## config.mk

```make
export PLATFORM = sky130hd
export DESIGN_NAME = huffman_feed_ctrl_flat
export DESIGN_NICKNAME = d
export VERILOG_FILES = /design/src/rtl/huffman_pkg.sv /design/src/rtl/huffman_feed_ctrl_if.sv /design/src/rtl/huffman_sym_fifo.sv /design/src/rtl/huffman_feed_ctrl.sv /design/src/flat_wrapper.sv
export SDC_FILE = /design/constraint.sdc
export NUM_CORES = 1
export LEC_CHECK = 0
export ABC_AREA = 1
export CAP_MARGIN = 20
export CORE_MARGIN = 2
export CORE_UTILIZATION = 50
export DETAILED_ROUTE_END_ITERATION = 16
export GPL_TIMING_DRIVEN = 0
export PLACE_DENSITY = 0.77
export SLEW_MARGIN = 5
export SYNTH_ARGS = -nofsm -noshare
export SYNTH_HDL_FRONTEND = slang
export SYNTH_SLANG_ARGS = --single-unit
```

## constraint.sdc

```tcl
create_clock -name clk -period 2.3 [get_ports clk]
set_input_delay 0.46 -clock clk [delete_from_list [all_inputs] [get_ports clk]]
set_output_delay 0.46 -clock clk [all_outputs]
set_load 0.02 [all_outputs]
```

## src/rtl/huffman_pkg.sv

```systemverilog
// Shared types and constants for the Huffman bit-feed controller.
// Symbol codes 1..18 are the only legal decoder outputs.
package huffman_pkg;

    localparam int SYM_W   = 5;
    localparam int SYM_MIN = 1;
    localparam int SYM_MAX = 18;

    typedef logic [SYM_W-1:0] sym_t;

    typedef enum logic [1:0] {
        IDLE,
        RUN,
        DRAIN,
        DONE
    } feed_state_t;

    function automatic logic sym_in_range(input sym_t s);
        return (s >= sym_t'(SYM_MIN)) && (s <= sym_t'(SYM_MAX));
    endfunction

endpackage

```

## src/rtl/huffman_feed_ctrl_if.sv

```systemverilog
// Byte-in and symbol-out valid/ready streams of the feed controller.
// The controller takes the slave side; the producer/consumer the master side.
interface huffman_feed_ctrl_if;
    import huffman_pkg::*;

    logic [7:0] in_data;
    logic       in_valid;
    logic       in_ready;
    sym_t       sym_data;
    logic       sym_valid;
    logic       sym_ready;

    modport slave (
        input  in_data,
        input  in_valid,
        output in_ready,
        output sym_data,
        output sym_valid,
        input  sym_ready
    );

    modport master (
        output in_data,
        output in_valid,
        input  in_ready,
        input  sym_data,
        input  sym_valid,
        output sym_ready
    );

endinterface

```

## src/rtl/huffman_sym_fifo.sv

```systemverilog
// Small synchronous symbol FIFO with a free-entry count.
// DEPTH must be a power of two so the pointers wrap naturally.
module huffman_sym_fifo
    import huffman_pkg::*;
#(
    parameter int DEPTH = 4
) (
    input  logic                     clk,
    input  logic                     rst,
    input  logic                     push,
    input  sym_t                     wdata,
    input  logic                     pop,
    output sym_t                     rdata,
    output logic                     valid,
    output logic [$clog2(DEPTH):0]   free_cnt
);

    localparam int AW = $clog2(DEPTH);
    localparam int CW = AW + 1;

    sym_t          mem_q [DEPTH];
    logic [AW-1:0] wr_q, wr_d;
    logic [AW-1:0] rd_q, rd_d;
    logic [CW-1:0] cnt_q, cnt_d;
    logic          do_push, do_pop;

    always_comb begin
        do_pop  = pop && (cnt_q != '0);
        do_push = push && ((cnt_q != CW'(DEPTH)) || do_pop);
        wr_d    = do_push ? wr_q + AW'(1) : wr_q;
        rd_d    = do_pop ? rd_q + AW'(1) : rd_q;
        cnt_d   = cnt_q;
        unique case ({do_push, do_pop})
            2'b10:   cnt_d = cnt_q + CW'(1);
            2'b01:   cnt_d = cnt_q - CW'(1);
            default: cnt_d = cnt_q;
        endcase
    end

    always_ff @(posedge clk or posedge rst) begin
        if (rst) begin
            wr_q  <= '0;
            rd_q  <= '0;
            cnt_q <= '0;
        end else begin
            wr_q  <= wr_d;
            rd_q  <= rd_d;
            cnt_q <= cnt_d;
        end
    end

    always_ff @(posedge clk) begin
        if (do_push) mem_q[wr_q] <= wdata;
    end

    // Storage is not reset, so the output is masked while empty.
    assign valid    = (cnt_q != '0);
    assign rdata    = valid ? mem_q[rd_q] : '0;
    assign free_cnt = CW'(DEPTH) - cnt_q;

endmodule

```

## src/rtl/huffman_feed_ctrl.sv

```systemverilog
// Frame sequencer: serialises code bytes into the Huffman decoder and
// queues decoded symbols until the programmed frame length is reached.
module huffman_feed_ctrl
    import huffman_pkg::*;
#(
    parameter int OUT_DEPTH = 4,
    parameter int LEN_W     = 16
) (
    input  logic                 clk,
    input  logic                 rst,
    input  logic                 start,
    input  logic [LEN_W-1:0]     frame_len,
    huffman_feed_ctrl_if.slave   bus,
    output logic                 dec_bit_in,
    output logic                 dec_bit_en,
    output logic                 dec_clear,
    input  sym_t                 dec_symbol,
    input  logic                 dec_valid,
    output logic                 busy,
    output logic                 done,
    output logic                 err
);

    localparam int CW = $clog2(OUT_DEPTH) + 1;

    feed_state_t      state_q, state_d;
    logic [LEN_W-1:0] rem_q, rem_d;
    logic [7:0]       sreg_q, sreg_d;
    logic [3:0]       bits_q, bits_d;
    logic             err_q, err_d;
    logic             clr_q, clr_d;

    logic [CW-1:0]    free_cnt;
    logic             run, load, issue, capture, sym_ok;
    logic             fifo_push, fifo_pop, last;

    always_comb begin
        run       = (state_q == RUN);
        load      = run && (bits_q == 4'd0) && bus.in_valid;
        capture   = run && dec_valid && (rem_q != '0);
        sym_ok    = sym_in_range(dec_symbol);
        fifo_push = capture && sym_ok;
        last      = fifo_push && (rem_q == LEN_W'(1));
        fifo_pop  = bus.sym_valid && bus.sym_ready;
        // A second free slot covers the symbol still inside the decoder.
        issue     = run && (bits_q != 4'd0) &&
                    (free_cnt >= CW'(2)) && !last;
    end

    always_comb begin
        state_d = state_q;
        rem_d   = rem_q;
        sreg_d  = sreg_q;
        bits_d  = bits_q;
        err_d   = err_q;
        clr_d   = 1'b0;
        unique case (state_q)
            IDLE: begin
                if (start) begin
                    err_d = 1'b0;
                    rem_d = frame_len;
                    if (frame_len == '0) begin
                        state_d = DONE;
                    end else begin
                        state_d = RUN;
                        clr_d   = 1'b1;
                    end
                end
            end
            RUN: begin
                if (load) begin
                    sreg_d = bus.in_data;
                    bits_d = 4'd8;
                end else if (issue) begin
                    sreg_d = {sreg_q[6:0], 1'b0};
                    bits_d = bits_q - 4'd1;
                end
                if (capture && !sym_ok) err_d = 1'b1;
                if (fifo_push) rem_d = rem_q - LEN_W'(1);
                if (last) begin
                    state_d = DRAIN;
                    bits_d  = 4'd0;
                end
            end
            DRAIN: begin
                if ((free_cnt == CW'(OUT_DEPTH)) ||
                    ((free_cnt == CW'(OUT_DEPTH - 1)) && fifo_pop))
                    state_d = DONE;
            end
            DONE: state_d = IDLE;
            default: state_d = IDLE;
        endcase
    end

    always_ff @(posedge clk or posedge rst) begin
        if (rst) begin
            state_q <= IDLE;
            rem_q   <= '0;
            sreg_q  <= '0;
            bits_q  <= '0;
            err_q   <= 1'b0;
            clr_q   <= 1'b0;
        end else begin
            state_q <= state_d;
            rem_q   <= rem_d;
            sreg_q  <= sreg_d;
            bits_q  <= bits_d;
            err_q   <= err_d;
            clr_q   <= clr_d;
        end
    end

    huffman_sym_fifo #(.DEPTH(OUT_DEPTH)) u_fifo (
        .clk      (clk),
        .rst      (rst),
        .push     (fifo_push),
        .wdata    (dec_symbol),
        .pop      (fifo_pop),
        .rdata    (bus.sym_data),
        .valid    (bus.sym_valid),
        .free_cnt (free_cnt)
    );

    assign bus.in_ready = run && (bits_q == 4'd0);
    assign dec_bit_en   = issue;
    assign dec_bit_in   = issue & sreg_q[7];
    assign dec_clear    = clr_q;
    assign busy         = (state_q != IDLE);
    assign done         = (state_q == DONE);
    assign err          = err_q;

endmodule

```

## src/flat_wrapper.sv

```systemverilog
// flat-port wrapper written by rule: the top's interface ports become plain ports
module huffman_feed_ctrl_flat import huffman_pkg::*;
#(
    parameter int OUT_DEPTH = 4,
    parameter int LEN_W     = 16
)
  (clk, rst, start, frame_len, dec_bit_in, dec_bit_en, dec_clear, dec_symbol, dec_valid, busy, done, err, bus_in_data, bus_in_valid, bus_in_ready, bus_sym_data, bus_sym_valid, bus_sym_ready);
  huffman_feed_ctrl_if bus_i ();
  input  logic clk;
  input  logic rst;
  input  logic start;
  input  logic [LEN_W-1:0] frame_len;
  output logic dec_bit_in;
  output logic dec_bit_en;
  output logic dec_clear;
  input  sym_t dec_symbol;
  input  logic dec_valid;
  output logic busy;
  output logic done;
  output logic err;
  input wire logic [$bits(bus_i.in_data)-1:0] bus_in_data;
  input wire logic [$bits(bus_i.in_valid)-1:0] bus_in_valid;
  output wire logic [$bits(bus_i.in_ready)-1:0] bus_in_ready;
  output wire logic [$bits(bus_i.sym_data)-1:0] bus_sym_data;
  output wire logic [$bits(bus_i.sym_valid)-1:0] bus_sym_valid;
  input wire logic [$bits(bus_i.sym_ready)-1:0] bus_sym_ready;
  assign bus_i.in_data = bus_in_data;
  assign bus_i.in_valid = bus_in_valid;
  assign bus_in_ready = bus_i.in_ready;
  assign bus_sym_data = bus_i.sym_data;
  assign bus_sym_valid = bus_i.sym_valid;
  assign bus_i.sym_ready = bus_sym_ready;
  huffman_feed_ctrl #(.OUT_DEPTH(OUT_DEPTH), .LEN_W(LEN_W)) u_core (.clk(clk), .rst(rst), .start(start), .frame_len(frame_len), .bus(bus_i), .dec_bit_in(dec_bit_in), .dec_bit_en(dec_bit_en), .dec_clear(dec_clear), .dec_symbol(dec_symbol), .dec_valid(dec_valid), .busy(busy), .done(done), .err(err));
endmodule
```

==> metrics <==
ranking of synthesized cells by area dfrtp_1 27%, edfxtp_1 17%, nand2_1 15%; unrepaired setup endpoints after global routing yes; CTS tree built; most common cell after layout, fill and taps aside nand2_1; actual slew at the worst max-slew pin 552 ps; number of max-slew violations in the final report 0; status finished, violations left; vias in the first global route 3012; post-DR wirelength/cell 13.4 um; # rows 30; CTS H-tree depth 3; Post-Syn Instances 465; worst skew pair latency 330 ps; Period Utilization, post-route 101%; total congestion overflow 0; die width 88.3 um; setup ws final -18.4 ps; clk sink count 59; Syn-to-layout area delta 30.3%; DRC viols 0; Lkg Pwr 2.21 nW; Critical Path RT 1840 ps; setup slack after placement -660 ps; Max transition margin 63.1%; combinational share of power 56.7%; TritonCTS buffer count 9; sequential fraction of the synthesis area 44.4%; core area 6830 um^2; die footprint 7800 um^2; Synth Area per Inst 7.64 um^2; final WL 8650 um; Die Ht 88.3 um; synthesized area 3550 um^2; drt first pass iters 5; critical path peak fanout 7; Design Power 6.27 mW; post-DP HPWL 5990 um; P per Cell Area 1350 nW/um^2; DRT iter0 DRCs 140; clk root buf clkbuf_8; Final Hold Vio Count 0; WS Path Type flop to output pin; Setup TNS -18.4 ps; Sw Pwr 2.83 mW; sequential share of power 28.4%; DR vias/cell 5.02; Clock Pin Slew Worst Setup and Hold Paths 70 ps; CTS max path bufs 2; critical path capture point type output pin; Port Buffers 47; Antenna Cells 0; GPL Wtd Cong 0.859; first-pass GRT wire length 14100 um; Clk network pwr share 14.9%; via count 3249; Final Net Count 600; cell area after layout 4630 um^2; maxcap violations 0; Peak VDD IR 0.776 mV; largest net degree at the start of global routing 31; internal power 3.44 mW; Max Freq 0.431 GHz; top cell type's share of synthesized area 27.5%; failing checks negative setup slack; Placed Area 4180 um^2; Cell variety after synth 34; Yosys reg bits 59; initial antenna violation count 0; skew final 9.58 ps; most frequent cells in the layout 143 x nand2_1, 56 x nor2_1, 43 x inv_1; Initial Utilization 52.0%; Tot GR Track Use 23.6%; final setup violating endpoints 1; Mapped Nets 519; Final Critical Period 2320 ps; WP data arrival 1860 ps; HP Class primary input to async pin; switching portion of total power 45.2%; share of cells above drive strength 1 16.3%; yosys synthesis warning count 0; # IOs 48; Startpoint Class flop; Routed Antenna Nets 0; post-synth top area cell dfrtp_1; hold buffers post-CTS 0
[final cells by class]
| type | instances | area, um^2 |
|---|---|---|
| tap | 96 | 120 |
| sequential | 59 | 1580 |
| multi-input combinational | 337 | 1800 |
| timing repair buffer | 72 | 657 |
| clock buffer | 10 | 128 |
| buffer | 9 | 62.6 |
| inverter | 58 | 220 |
| clock inverter | 6 | 66.3 |
| fill | 560 | 2200 |
[kinds of logic after synthesis]
group / Yosys count / share of synthesized area (%)
compound gates: 49 / 7.53
xor+xnor: 8 / 1.97
fa+ha+maj: 19 / 6.90
buf+inv: 69 / 8.03
flops: 59 / 44.4
simple gates: 261 / 31.2
[power by group through the flow]
stage	clock [mW]	sequential [mW]	combinational (mW)
final	0.933	1.78	3.56
after global routing	0.997	1.82	3.98
after CTS	0.949	1.76	3.27
after detailed placement	0	1.75	3.05
after global placement	0	1.74	2.95
after floorplan	0	1.69	2.21
[path summary, 6_finish.rpt]
check                      slack, ps                    from                      to  cells past startpoint
min in group clk                 510        u_core.sreg_q[0]        u_core.sreg_q[0]                      2
hold / removal                   360                     rst        u_core.bits_q[2]                      2
hold reg to reg                  510        u_core.sreg_q[0]        u_core.sreg_q[0]                      2
max in group asynchronous       1500                     rst        u_core.rem_q[10]                      3
setup reg to reg                  60         u_core.rem_q[8]  u_core.u_fifo.cnt_q[2]                     13
setup / recovery                 -20  u_core.u_fifo.cnt_q[0]              dec_bit_in                      9
[per-layer routing]
layer  track usage [%]  up-vias  share of wire, %
li1                  -     1640                 -
met1              30.0     1508                44
met2              39.9       87                50
met3              4.57       14               4.2
met4              8.95        0               2.0
met5                 0        -                 0
[worst max-delay path: stages, from the launching register on]
cell and delay, ps:
dfrtp_1 400, inv_2 90, ha_4 150, ha_4 200
nor3b_4 140, nor2_2 120, nand2_2 80, buf_8 150
nor2_4 80, buf_6 120
[Yosys cell counts, drive strengths merged]
cell	n
clkinv	1
o211ai	1
a21oi	9
nor2	67
dfrtp	39
xnor2	1
nand3b	2
o21ai	36
edfxtp	20
clkbuf	7
or2	1
a31oi	2
o31ai	1
nand4	7
inv	57
nor3b	1
xor2	7
buf	4
nand2	148
fa	1
nand3	35
ha	18
[what timing repair did]
action / CTS / global route
hold endpoints to repair: 0 / 0
pin swaps: 5 / 5
endpoints found under the setup margin: 29 / 6
buffers inserted: 14 / 10
resized for setup: 43 / 16
[stage by stage]
step / utilization [%] / std cells / hold slack [ps]
2_1_floorplan: - / 465 / 469
3_3_place_gp: 60.9 / 608 / 486
3_5_place_dp: 61.2 / 609 / 493
4_1_cts: 66.2 / 637 / 357
5_1_grt: 67.8 / 647 / 393
6_report: 67.8 / 647 / 358
[registers in the layout (all words and copies together), names as in the netlist]
signal	count
u_core.bits_q	4
u_core.dec_clear	1
u_core.err	1
u_core.rem_q	16
u_core.sreg_q	8
u_core.state_q	2
u_core.u_fifo.cnt_q	3
u_core.u_fifo.mem_q	20
u_core.u_fifo.rd_q	2
u_core.u_fifo.wr_q	2
No activity file was read; power rests on OpenSTA's default activity.
